--- src/rtl/moving_avg_filter.sv ---
// moving_avg_filter: streaming moving average over the last 2^LOG2_DEPTH
// accepted samples, with a pushbutton-selected raw pass-through mode.
// The window is a register array with a running sum, so a flush is one cycle.
module moving_avg_filter #(
  parameter int DATA_W     = 8,
  parameter int LOG2_DEPTH = 3
) (
  input  logic              CLOCK_50,
  input  logic              rst_n,
  input  logic              in_valid,
  input  logic [DATA_W-1:0] in_data,
  input  logic              clear,
  input  logic              toggleBtn,
  output logic              out_valid,
  output logic [DATA_W-1:0] out_data,
  output logic              primed,
  output logic              LEDG
);

  localparam int unsigned DEPTH = 1 << LOG2_DEPTH;
  localparam int          SUM_W = DATA_W + LOG2_DEPTH;
  localparam int          CNT_W = LOG2_DEPTH + 1;
  localparam logic [CNT_W-1:0] FULL = CNT_W'(DEPTH);

  typedef enum logic {
    MODE_RAW = 1'b0,
    MODE_AVG = 1'b1
  } mode_e;

  logic [DATA_W-1:0]     win_q [DEPTH];
  logic [SUM_W-1:0]      sum_q, sum_d, sum_acc;
  logic [LOG2_DEPTH-1:0] ptr_q, ptr_d;
  logic [CNT_W-1:0]      cnt_q, cnt_d, cnt_acc;
  logic                  sync1_q, sync2_q, sync3_q;
  logic                  toggle_edge;
  mode_e                 mode_q, mode_d;
  logic                  out_valid_q, out_valid_d;
  logic [DATA_W-1:0]     out_data_q, out_data_d;
  logic                  primed_q, primed_d;
  logic [DATA_W-1:0]     avg;

  // Next-state for the running sum, pointer, fill count, mode and outputs.
  always_comb begin
    // The intermediate sum_q + in_data may wrap SUM_W, but subtracting the
    // evicted entry brings it back in range, so modular arithmetic is exact.
    sum_acc     = sum_q + SUM_W'(in_data) - SUM_W'(win_q[ptr_q]);
    cnt_acc     = (cnt_q == FULL) ? FULL : cnt_q + CNT_W'(1);
    avg         = DATA_W'(sum_acc >> LOG2_DEPTH);
    toggle_edge = sync2_q & ~sync3_q;

    mode_d      = mode_q;
    sum_d       = sum_q;
    ptr_d       = ptr_q;
    cnt_d       = cnt_q;
    primed_d    = primed_q;
    out_valid_d = 1'b0;
    out_data_d  = out_data_q;

    if (toggle_edge) begin
      mode_d = (mode_q == MODE_AVG) ? MODE_RAW : MODE_AVG;
    end

    if (clear) begin
      sum_d    = '0;
      ptr_d    = '0;
      cnt_d    = '0;
      primed_d = 1'b0;
    end else if (in_valid) begin
      sum_d    = sum_acc;
      ptr_d    = ptr_q + LOG2_DEPTH'(1);
      cnt_d    = cnt_acc;
      primed_d = (cnt_acc == FULL);
      // The output decision uses the mode in force before any same-cycle flip.
      if (mode_q == MODE_RAW) begin
        out_valid_d = 1'b1;
        out_data_d  = in_data;
      end else if (cnt_acc == FULL) begin
        out_valid_d = 1'b1;
        out_data_d  = avg;
      end
    end
  end

  // Window storage and all registered state; async active-low reset.
  always_ff @(posedge CLOCK_50 or negedge rst_n) begin
    if (!rst_n) begin
      for (int unsigned i = 0; i < DEPTH; i++) begin
        win_q[i] <= '0;
      end
      sum_q       <= '0;
      ptr_q       <= '0;
      cnt_q       <= '0;
      sync1_q     <= 1'b0;
      sync2_q     <= 1'b0;
      sync3_q     <= 1'b0;
      mode_q      <= MODE_AVG;
      out_valid_q <= 1'b0;
      out_data_q  <= '0;
      primed_q    <= 1'b0;
    end else begin
      if (clear) begin
        for (int unsigned i = 0; i < DEPTH; i++) begin
          win_q[i] <= '0;
        end
      end else if (in_valid) begin
        win_q[ptr_q] <= in_data;
      end
      sum_q       <= sum_d;
      ptr_q       <= ptr_d;
      cnt_q       <= cnt_d;
      sync1_q     <= toggleBtn;
      sync2_q     <= sync1_q;
      sync3_q     <= sync2_q;
      mode_q      <= mode_d;
      out_valid_q <= out_valid_d;
      out_data_q  <= out_data_d;
      primed_q    <= primed_d;
    end
  end

  assign out_valid = out_valid_q;
  assign out_data  = out_data_q;
  assign primed    = primed_q;
  assign LEDG      = (mode_q == MODE_AVG);

endmodule

--- config.mk ---
export PLATFORM = sky130hd
export DESIGN_NAME = moving_avg_filter
export DESIGN_NICKNAME = d
export VERILOG_FILES = /design/src/rtl/moving_avg_filter.sv
export SDC_FILE = /design/constraint.sdc
export NUM_CORES = 1
export LEC_CHECK = 0
export CAP_MARGIN = 20
export CORE_MARGIN = 2
export CORE_UTILIZATION = 48
export CTS_CLUSTER_DIAMETER = 100
export DETAILED_ROUTE_END_ITERATION = 6
export DONT_BUFFER_PORTS = 1
export GPL_TIMING_DRIVEN = 0
export PLACE_DENSITY = 0.59
export RECOVER_POWER = 50
export SETUP_SLACK_MARGIN = 0.15
export SLEW_MARGIN = 20
export SYNTH_ARGS = -nofsm -noshare
export SYNTH_HDL_FRONTEND = slang
export SYNTH_SLANG_ARGS = --single-unit
--- constraint.sdc ---
create_clock -name CLOCK_50 -period 12.01 [get_ports CLOCK_50]
set_input_delay 1.201 -clock CLOCK_50 [delete_from_list [all_inputs] [get_ports CLOCK_50]]
set_output_delay 1.201 -clock CLOCK_50 [all_outputs]
set_load 0.02 [all_outputs]
==> impl_metrics.csv <==
group,metric,value,unit
outcome,status,"finished clean",
routing,wire_per_inst,20.0,um
timing,slew_viol_final,0,
cts,clock_sinks,96,
synth,ys_seq_area_frac,0.457,
timing,worstMarginPinSlew,755,ps
synth,synthTopCellsByArea,"dfrtp_1 45%, nand2_1 11%, a21oi_1 7.5%",
routing,drt-pass1-iter-count,5,
synth,ys_types,54,
cts,clock_path_buffers,2,
critical_path,path_cells,"buf_1 > buf_1 > nand3_1 > o311a_1 > o22ai_1 > fa_1 > fa_1 > inv_1 > a21oi_1 > o21ai_2 > or4b_4 > a21boi_1 > mux2_2",
die,chipWidth,109,um
synth,synth_edf_count,0,
die,core_area,10700,um2
grt,grt_pass1_vias,4246,
job,cap_violations,0,
die,io-pin-count,24,
critical_path,critical_path_class,"register to register",
timing,fin_skew,7.91,ps
critical_path,path_delay_family,"buffers and inverters",
timing,fin_crit,4800,ps
die,dieArea,11800,um2
grt,track_usage,0.277,
timing,slew_headroom,0.497,
cts,cts.clk_slew.worst_paths,90,ps
routing,vias_per_cell,5.88,
synth,avgSynthCellArea,8.81,um2
critical_path,cp-start-kind,"register",
critical_path,cp-end-kind,"register",
synth,synth_warnings,0,
synth,ys_ff_latch,96,
cts,cts-root-buf,"clkbuf_8",
grt,grt_start_max_net_pins,97,
critical_path,path_max_fanout,10,
routing,drt_wl_total,15100,um
cts,hold_buffers,0,
routing,via_count,4442,
cts,post_cts_buffers,0,
layout,syn2layout_area_growth,7.47,%
placement,place_area,5430,um2
layout,drive_gt1_frac,0.0650,
timing,fin_crit_sh,0.400,
critical_path,cp_num_buf_inv,3,
routing,drt_iter0_drc,377,
die,start_util,0.489,
power_and_ir_drop,p_per_area,166,nW/um2
synth,synth_nets,632,
cts,htree_levels,3,
critical_path,crit_arrival,5070,ps
timing,rsz0062_at_grt,"false",
synth,synth_top_cell_by_area,"dfrtp_1",
routing,ant_nets,0,
grt,antenna_found_initial,0,
timing,setup_violations,0,
synth,async_flop_share,1.00,
worst_hold_path,hold_path_class,"register to register",
cts,cts_inserted_buffers,9,
timing,setup-tns-final,0,ps
timing,fmaxAchievable,208,MHz
synth,synth_most_common_cell,"nand2_1",
synth,synthCells,597,
grt,grt_overflow,0,
layout,nets,645,
die,rows,38,
cts,clock_latency,370,ps
cts,cts_resized,0,
cts,cts_tree,"done",
placement,dpl.hpwl,10400,um
synth,synth_top_area_frac,0.452,
critical_path,max_stage_delay,540,ps
synth,synth_area,5260,um2
die,die_y,109,um
timing,hold_viol,0,
power_and_ir_drop,ir_drop,103,uV
layout,diodes,0,
placement,port_buffers,0,
power_and_ir_drop,power,937,uW
layout,fin_area,5650,um2
placement,gp_congestion,0.906,
layout,post-route-util,0.526,
grt,grt_pass1_wl,23900,um
critical_path,required,12280,ps
critical_path,crit_slowest_cell,"fa_1",
layout,fillers,1018,
synth,ys.flop_type,"dfrtp_1",
power_and_ir_drop,power_leakage,2.47,nW
synth,synth_common_cells,"151 x nand2_1, 95 x dfrtp_1, 79 x a21oi_1",
routing,drc_errors,0,
[cells in the final DEF, fill, tap and decap left out, types with 4 or more instances in the layout]
cell      Yosys  final
fa_1          8      8
buf_2         6      5
nor2_1       32     32
xor2_1        8      8
mux2i_1      19     19
inv_1        44     44
a21oi_1      79     79
nor2b_1       7      7
ha_1         14     14
nand2_1     151    151
nor3_1        4      4
mux2_2        7      7
mux4_2        4      4
clkbuf_8      0     12
o21ai_0      12     12
buf_1         5      5
a22oi_1       6      6
nand2b_1      6      6
clkbuf_1     20     22
dfrtp_1      95     95
nand3_1      16     16
xnor2_1       6      6
[final cells by class]
class	instances	area, um2	area share
plain buffers	33	138	0.0244
clock buffers	13	169	0.0299
well taps	140	175	0.0310
flip-flops and latches	96	2400	0.425
inverters	44	165	0.0292
clock inverters	3	40.0	0.00709
repair buffers	2	10.0	0.00177
multi-input cells	424	2550	0.451
[path summary, 6_finish.rpt]
check | from | endpoint | slack (ps) | depth (start not counted)
max reg2reg | ptr_q[2]$_DFFE_PN0P_ | sum_q[10]$_DFFE_PN0P_ | 7210 | 13
max | ptr_q[2]$_DFFE_PN0P_ | sum_q[10]$_DFFE_PN0P_ | 7210 | 13
max in group asynchronous | rst_n | LEDG$_DFFE_PN1P_ | 11280 | 0
min | sync1_q$_DFF_PN0_ | sync2_q$_DFF_PN0_ | 350 | 0
min reg2reg | sync1_q$_DFF_PN0_ | sync2_q$_DFF_PN0_ | 350 | 0
min in group asynchronous | rst_n | out_data[3]$_DFFE_PN0P_ | 510 | 0
[kinds of logic (layout without fill, tap and decap cells)]
group | Yosys count | in the layout | share of synthesized area
compound gates | 131 | 131 | 0.149
xor+xnor | 14 | 14 | 0.0233
fa+ha+maj | 22 | 22 | 0.0638
buf+inv | 77 | 95 | 0.0578
flops | 96 | 96 | 0.457
mux | 30 | 30 | 0.0683
simple gates | 227 | 227 | 0.181
[sequential cells by signal (all words and copies together), names as in the netlist]
signal	flops
LEDG	1
cnt_q	4
out_data	8
out_valid	1
primed	1
ptr_q	3
sum_q	11
sync1_q	1
sync2_q	1
sync3_q	1
win_q	64
[layer usage]
metal	share of wire	vias up	wire (um)	GRT usage
li1	-	2024	-	-
met1	0.45	2215	6850	0.397
met2	0.45	172	6790	0.414
met3	0.068	31	1030	0.0436
met4	0.030	0	448	0.128
met5	0	-	0	0
[power breakdown]
part           total, mW  leakage [nW]  switching (mW)  internal (mW)
Combinational      0.310          1.06           0.187          0.123
Sequential         0.397          1.30          0.0405          0.357
Clock              0.229         0.109           0.117          0.113
Total              0.937          2.47           0.344          0.593
[metrics by stage]
stage	hold slack [ps]	std cells	setup WS, ps
after global placement	334	737	7350
after detailed placement	335	737	7280
final	355	755	7210
after floorplan	331	597	8070
after CTS	355	753	7240
after global routing	371	755	6990
Note: power is estimated with default switching activity, not from simulation.
